===== src/rtl/cpu_pkg.sv =====
// Shared CPU definitions: loader state encoding and default RAM geometry.
// Latency: none (types and constants only).
// Backpressure: not applicable.
package cpu_pkg;

    localparam int CPU_ADDR_W = 4;
    localparam int CPU_DATA_W = 8;

    typedef enum logic [1:0] {
        IDLE   = 2'd0,
        LOAD   = 2'd1,
        RUN    = 2'd2,
        HALTED = 2'd3
    } loader_state_t;

    // The core is out of reset only while running or parked after a halt.
    function automatic logic core_live(input loader_state_t s);
        return (s == RUN) || (s == HALTED);
    endfunction

endpackage


===== src/rtl/rise_detect.sv =====
// Rising-edge detector: registered previous value and a one-cycle pulse on 0->1.
// Latency: pulse is high for the one cycle after the edge that first samples d=1.
// Backpressure: none; a held input produces a single pulse.
module rise_detect (
    input  logic clk,
    input  logic nrst,
    input  logic d,
    output logic pulse
);

    logic prev_q,  prev_d;
    logic pulse_q, pulse_d;

    // Next values: remember the input, flag a 0->1 transition.
    always_comb begin
        prev_d  = d;
        pulse_d = d & ~prev_q;
    end

    // Edge-detect registers with synchronous active-low reset.
    always_ff @(posedge clk) begin
        if (!nrst) begin
            prev_q  <= 1'b0;
            pulse_q <= 1'b0;
        end else begin
            prev_q  <= prev_d;
            pulse_q <= pulse_d;
        end
    end

    assign pulse = pulse_q;

endmodule


===== src/rtl/program_loader.sv =====
// Program loader: streams a 2^ADDR_W-byte program into RAM with the core held in reset, then paces ctrl_en (optional LOADER_CHECKSUM_EN adds a byte checksum output).
// Latency: state changes one cycle after the sampling edge; ctrl_en is combinational from the tick and cpu_halt.
// Backpressure: in_ready is high for the whole LOAD state (1 byte/cycle), low otherwise.
module program_loader
    import cpu_pkg::*;
#(
    parameter int ADDR_W  = CPU_ADDR_W,
    parameter int DATA_W  = CPU_DATA_W,
    parameter int RUN_DIV = 4
) (
    input  logic              CLK,
    input  logic              nRST,
    input  logic              load_start,
    input  logic              run_go,
    input  logic              run_mode,
    input  logic              step,
    input  logic              in_valid,
    input  logic [DATA_W-1:0] in_data,
    output logic              in_ready,
    input  logic              cpu_halt,
    input  logic [ADDR_W-1:0] cpu_ram_addr,
    input  logic [DATA_W-1:0] cpu_ram_wdata,
    input  logic              cpu_ramWEN,
    output logic [ADDR_W-1:0] ram_addr,
    output logic [DATA_W-1:0] ram_wdata,
    output logic              ram_wen,
    output logic              cpu_nRST,
    output logic              ctrl_en,
    output logic              loaded,
    output logic [1:0]        state
`ifdef LOADER_CHECKSUM_EN
    ,
    output logic [DATA_W-1:0] checksum
`endif
);

    localparam int                DIV_W     = (RUN_DIV > 1) ? $clog2(RUN_DIV) : 1;
    localparam logic [DIV_W-1:0]  DIV_LAST  = DIV_W'(RUN_DIV - 1);
    localparam logic [ADDR_W-1:0] LAST_ADDR = {ADDR_W{1'b1}};

    loader_state_t     state_q, state_d;
    logic [ADDR_W-1:0] load_addr_q, load_addr_d;
    logic [DIV_W-1:0]  div_cnt_q, div_cnt_d;
    logic              loaded_q, loaded_d;
    logic              cpu_nrst_q, cpu_nrst_d;

    logic handshake;
    logic load_begin;
    logic step_pulse;
    logic tick;

    // Step button edges become single-cycle ticks for single-step mode.
    rise_detect u_step_rise (
        .clk   (CLK),
        .nrst  (nRST),
        .d     (step),
        .pulse (step_pulse)
    );

    assign in_ready  = (state_q == LOAD);
    assign handshake = in_valid & in_ready;

    // Next-state logic: load sequencing, run start and halt capture.
    always_comb begin
        state_d     = state_q;
        load_addr_d = load_addr_q;
        loaded_d    = loaded_q;
        load_begin  = 1'b0;
        case (state_q)
            IDLE: begin
                if (load_start) begin
                    state_d     = LOAD;
                    load_addr_d = '0;
                    loaded_d    = 1'b0;
                    load_begin  = 1'b1;
                end else if (run_go && loaded_q) begin
                    state_d = RUN;
                end
            end
            LOAD: begin
                // No abort path: only reset leaves LOAD early.
                if (handshake) begin
                    load_addr_d = load_addr_q + ADDR_W'(1);
                    if (load_addr_q == LAST_ADDR) begin
                        state_d  = IDLE;
                        loaded_d = 1'b1;
                    end
                end
            end
            RUN: begin
                if (cpu_halt) begin
                    state_d = HALTED;
                end
            end
            HALTED: begin
                // run_go is deliberately ignored; a fresh load is the only way out.
                if (load_start) begin
                    state_d     = LOAD;
                    load_addr_d = '0;
                    loaded_d    = 1'b0;
                    load_begin  = 1'b1;
                end
            end
            default: state_d = IDLE;
        endcase
    end

    // Divider advances only while free-running; it sits at 0 outside RUN so entry starts from 0.
    always_comb begin
        div_cnt_d = '0;
        if ((state_q == RUN) && run_mode) begin
            div_cnt_d = (div_cnt_q == DIV_LAST) ? '0 : div_cnt_q + DIV_W'(1);
        end
    end

    // Core reset is registered from the next state so it releases together with RUN entry.
    always_comb begin
        cpu_nrst_d = core_live(state_d);
    end

    // Step enable: choose tick source, gate by RUN and mask with a same-cycle halt.
    always_comb begin
        tick    = run_mode ? (div_cnt_q == DIV_LAST) : step_pulse;
        ctrl_en = (state_q == RUN) & tick & ~cpu_halt;
    end

    // RAM port mux: loader owns it in LOAD, the core writes only while running.
    always_comb begin
        ram_addr  = cpu_ram_addr;
        ram_wdata = cpu_ram_wdata;
        ram_wen   = (state_q == RUN) & cpu_ramWEN;
        if (state_q == LOAD) begin
            ram_addr  = load_addr_q;
            ram_wdata = in_data;
            ram_wen   = handshake;
        end
    end

    // Control registers with synchronous active-low reset.
    always_ff @(posedge CLK) begin
        if (!nRST) begin
            state_q     <= IDLE;
            load_addr_q <= '0;
            div_cnt_q   <= '0;
            loaded_q    <= 1'b0;
            cpu_nrst_q  <= 1'b0;
        end else begin
            state_q     <= state_d;
            load_addr_q <= load_addr_d;
            div_cnt_q   <= div_cnt_d;
            loaded_q    <= loaded_d;
            cpu_nrst_q  <= cpu_nrst_d;
        end
    end

    assign cpu_nRST = cpu_nrst_q;
    assign loaded   = loaded_q;
    assign state    = state_q;

`ifdef LOADER_CHECKSUM_EN
    logic [DATA_W-1:0] checksum_q, checksum_d;

    // Running byte sum of the current load; restarts on load entry and holds afterwards.
    always_comb begin
        checksum_d = checksum_q;
        if (load_begin) begin
            checksum_d = '0;
        end else if (handshake) begin
            checksum_d = checksum_q + in_data;
        end
    end

    // Checksum register with synchronous active-low reset.
    always_ff @(posedge CLK) begin
        if (!nRST) begin
            checksum_q <= '0;
        end else begin
            checksum_q <= checksum_d;
        end
    end

    assign checksum = checksum_q;
`else
    logic unused_load_begin;
    assign unused_load_begin = load_begin;
`endif

endmodule


===== config.mk =====
export PLATFORM = sky130hd
export DESIGN_NAME = program_loader
export DESIGN_NICKNAME = d
export VERILOG_FILES = /design/src/rtl/cpu_pkg.sv /design/src/rtl/rise_detect.sv /design/src/rtl/program_loader.sv
export SDC_FILE = /design/constraint.sdc
export NUM_CORES = 1
export LEC_CHECK = 0
export CAP_MARGIN = 20
export CORE_MARGIN = 4
export CORE_UTILIZATION = 37
export CTS_CLUSTER_DIAMETER = 50
export DETAILED_ROUTE_END_ITERATION = 12
export PLACE_DENSITY = 0.79
export SKIP_CTS_REPAIR_TIMING = 1
export SYNTH_ARGS = -nofsm -noshare
export SYNTH_HDL_FRONTEND = slang
export SYNTH_SLANG_ARGS = --single-unit
export TNS_END_PERCENT = 30

===== constraint.sdc =====
create_clock -name CLK -period 2 [get_ports CLK]
set_clock_uncertainty 0.15 [all_clocks]
set_input_delay 0.5 -clock CLK [delete_from_list [all_inputs] [get_ports CLK]]
set_output_delay 0.5 -clock CLK [all_outputs]
set_load 0.1 [all_outputs]

==> impl_metrics.py <==
metrics = {
    "logic_synthesis": {
        "synthTopCellsByArea": "dfxtp_1 27%, mux2_2 17%, ha_1 9.3%",
        "ys_seq_elements": 11,
        "async_flop_share_pct": 0,
        "yosysMostFrequentCell": "mux2_2",
        "syn_area_sq_um": 810.8,
        "synthDistinctLibCells": 37,
        "synth_edf_count": 0,
        "yosysSeqAreaShare_pct": 27.16,
        "syn_avg_cell_area_sq_um": 9.213,
        "synthTopCellsByCount": "12 x mux2_2, 11 x dfxtp_1, 6 x ha_1, 5 x nand2_1",
        "synth_cells": 88,
        "yosysWarnings": 0,
        "synth_top_area_share_pct": 27.16,
        "ys.flop_type": "dfxtp_1",
        "syn_nets": 123,
        "synth_top_cell_by_area": "dfxtp_1",
    },
    "floorplanning": {
        "die_w_microns": 54.81,
        "rows": 16,
        "fp.coreArea_sq_um": 2022,
        "die_area_sq_um": 3004,
        "io_pins": 48,
        "fp.dieH_microns": 54.81,
        "start_util_pct": 40.10,
    },
    "drt": {
        "routed-via-count": 964,
        "first_pass_iters": 4,
        "drc": 0,
        "drt_iter0_markers": 49,
        "wl_per_cell_microns": 19.79,
        "antenna_left": 0,
        "vias_per_cell": 5.540,
        "finalWirelength_mm": 3.444,
    },
    "global_routing": {
        "grt_first_pass_wirelength_mm": 4.574,
        "grt_max_degree": 21,
        "gr-total-overflow": 0,
        "grt_use_total_pct": 21.53,
        "antenna_found_initial": 0,
        "grt_pass1_vias": 969,
    },
    "clock_network": {
        "cts_root_buf": "clkbuf_4",
        "clock_latency_ns": 0.26,
        "clkSinkCount": 11,
        "cts_tree": "done",
        "htree_levels": 1,
        "cts_buffer_depth": 2,
        "clk_pin_slew_ns": 0.07,
        "cts_made_buffers": 3,
    },
    "cells_and_area": {
        "area_delta_synth_final_pct": 113.3,
        "fill_cells": 105,
        "final_cells": 174,
        "diodes": 0,
        "drive_gt1_share_pct": 41.50,
        "final_area_sq_um": 1729,
        "nets": 183,
    },
    "timing": {
        "layout_setup_ws_ns": -0.1353,
        "final-hold-violation-count": 0,
        "slew_violations": 0,
        "max_freq_mhz": 468.3,
        "rsz0062_at_grt": "true",
        "tightest_slew_ns": 0.3678,
        "finalCriticalPeriod_ns": 2.135,
        "setup_viol": 14,
        "finalCritPeriodShare_pct": 106.8,
        "slew_headroom_pct": 75.43,
    },
    "critical_path": {
        "worstReg2RegEnd": "load_addr_q[3]",
        "cpMaxStageDelayCell": "dfxtp_4",
        "crit_path_end_kind": "output port",
        "arrival_ns": 1.49,
        "required_ns": 1.35,
        "reg2reg_slack_ns": 0.18,
        "cp_cell_sequence": "inv_4, ha_4, buf_12, mux2_4, buf_12",
        "reg2reg_from": "state[0]",
        "crit_type": "reg2out",
        "slowest_delay_ns": 0.35,
        "crit_fanout": 8,
        "crit_top_cell": "buf_12",
        "start_kind": "flop",
        "cp_top_family": "buffers and inverters",
        "crit_buf_inv": 3,
        "r2r_cells": 6,
    },
    "placement": {
        "gp_congestion": 0.9134,
        "dp_cells": 166,
        "portBuffers": 47,
        "dp_hpwl_mm": 2.380,
        "placed_cell_area_sq_um": 1615,
        "post-place-ws_ns": -0.2056,
    },
    "pwr": {
        "ir_drop_uv": 574.7,
        "power.density_nw_per_um2": 708.9,
        "total_power_w": 0.001226,
        "p_leak_nw": 0.7321,
    },
    "run": {
        "maxCapViolCount": 0,
    },
    "status": {
        "status": "finished with violations",
        "violations": "setup timing",
    },
    "min_path": {
        "hold_path_end": "u_step_rise.pulse",
        "min_path_type": "reg2reg",
        "worstHoldPathCells": 1,
        "hold_start": "u_step_rise.prev_q",
    },
}
[flip-flops by register name, indices dropped and copies added (netlist names)]
signal	count
state	1
div_cnt_q	2
u_step_rise.pulse	1
u_step_rise.prev_q	1
cpu_nRST	1
loaded	1
load_addr_q	4
[power by group]
part,total (W),internal (W),switching [W]
logic,0.000831,0.000345,0.000485
registers,0.000246,0.000232,0.0000146
clock network,0.000149,0.0000772,0.0000719
[cell families after synthesis]
family / Yosys count / share of synthesized area, %
simple gates: 27 / 20.53
compound gates: 21 / 18.52
mux: 13 / 17.90
flops: 11 / 27.16
buf+inv: 10 / 6.634
fa+ha+maj: 6 / 9.259
[cells in the final DEF, fill, tap and decap left out, types with 2 or more instances in the layout]
cell,instances
buf_4,10
nand3_1,3
a21oi_1,4
clkbuf_4,3
ha_4,2
o22ai_1,2
clkdlybuf4s50_1,27
dfxtp_4,2
nor2b_1,3
inv_4,2
o21ai_0,3
dfxtp_1,9
nand2_1,5
buf_12,20
nand2b_1,3
ha_1,4
mux2_4,12
o31ai_1,3
inv_1,2
[worst max-delay path by stage]
stage	to	slack, ns	from	cells past startpoint
after global placement	ctrl_en	-0.17	run_mode	4
after floorplan	ram_wen	-0.44	cpu_nRST	5
after global routing	ram_wdata[3]	-0.18	cpu_nRST	5
after detailed placement	ctrl_en	-0.21	run_mode	4
final	ram_wdata[3]	-0.14	cpu_nRST	5
after CTS	ram_wdata[3]	-0.26	cpu_nRST	4
[per-stage QoR]
step	setup TNS [ns]	hold WS, ns	utilization [%]
final	-1.641	0.2354	85.52
after global routing	-2.273	0.2654	85.52
after CTS	-2.935	0.2386	81.19
after detailed placement	-0.4778	0.2279	79.89
after global placement	-0.2397	0.2197	79.89
after floorplan	-5.285	0.2174	-
[layer usage]
layer / routed length, microns / up-vias / share of wire [%] / GRT usage (%)
met5: 0 / - / 0 / 0
met4: 104 / 0 / 3.0 / 5.809
met3: 257 / 12 / 7.5 / 5.995
met2: 1830 / 62 / 53 / 40.16
met1: 1251 / 443 / 36 / 23.25
li1: - / 447 / - / -
[layout make-up]
| cell class | instances | area, sq um | share of cell area (%) |
|---|---|---|---|
| repair buffers | 60 | 784.5 | 45.37 |
| well taps | 27 | 33.78 | 1.954 |
| flip-flops and latches | 11 | 227.7 | 13.17 |
| inverters | 5 | 23.77 | 1.375 |
| clock buffers | 4 | 26.28 | 1.520 |
| multi-input cells | 67 | 633.1 | 36.61 |
(Power assumes the default switching activity.)
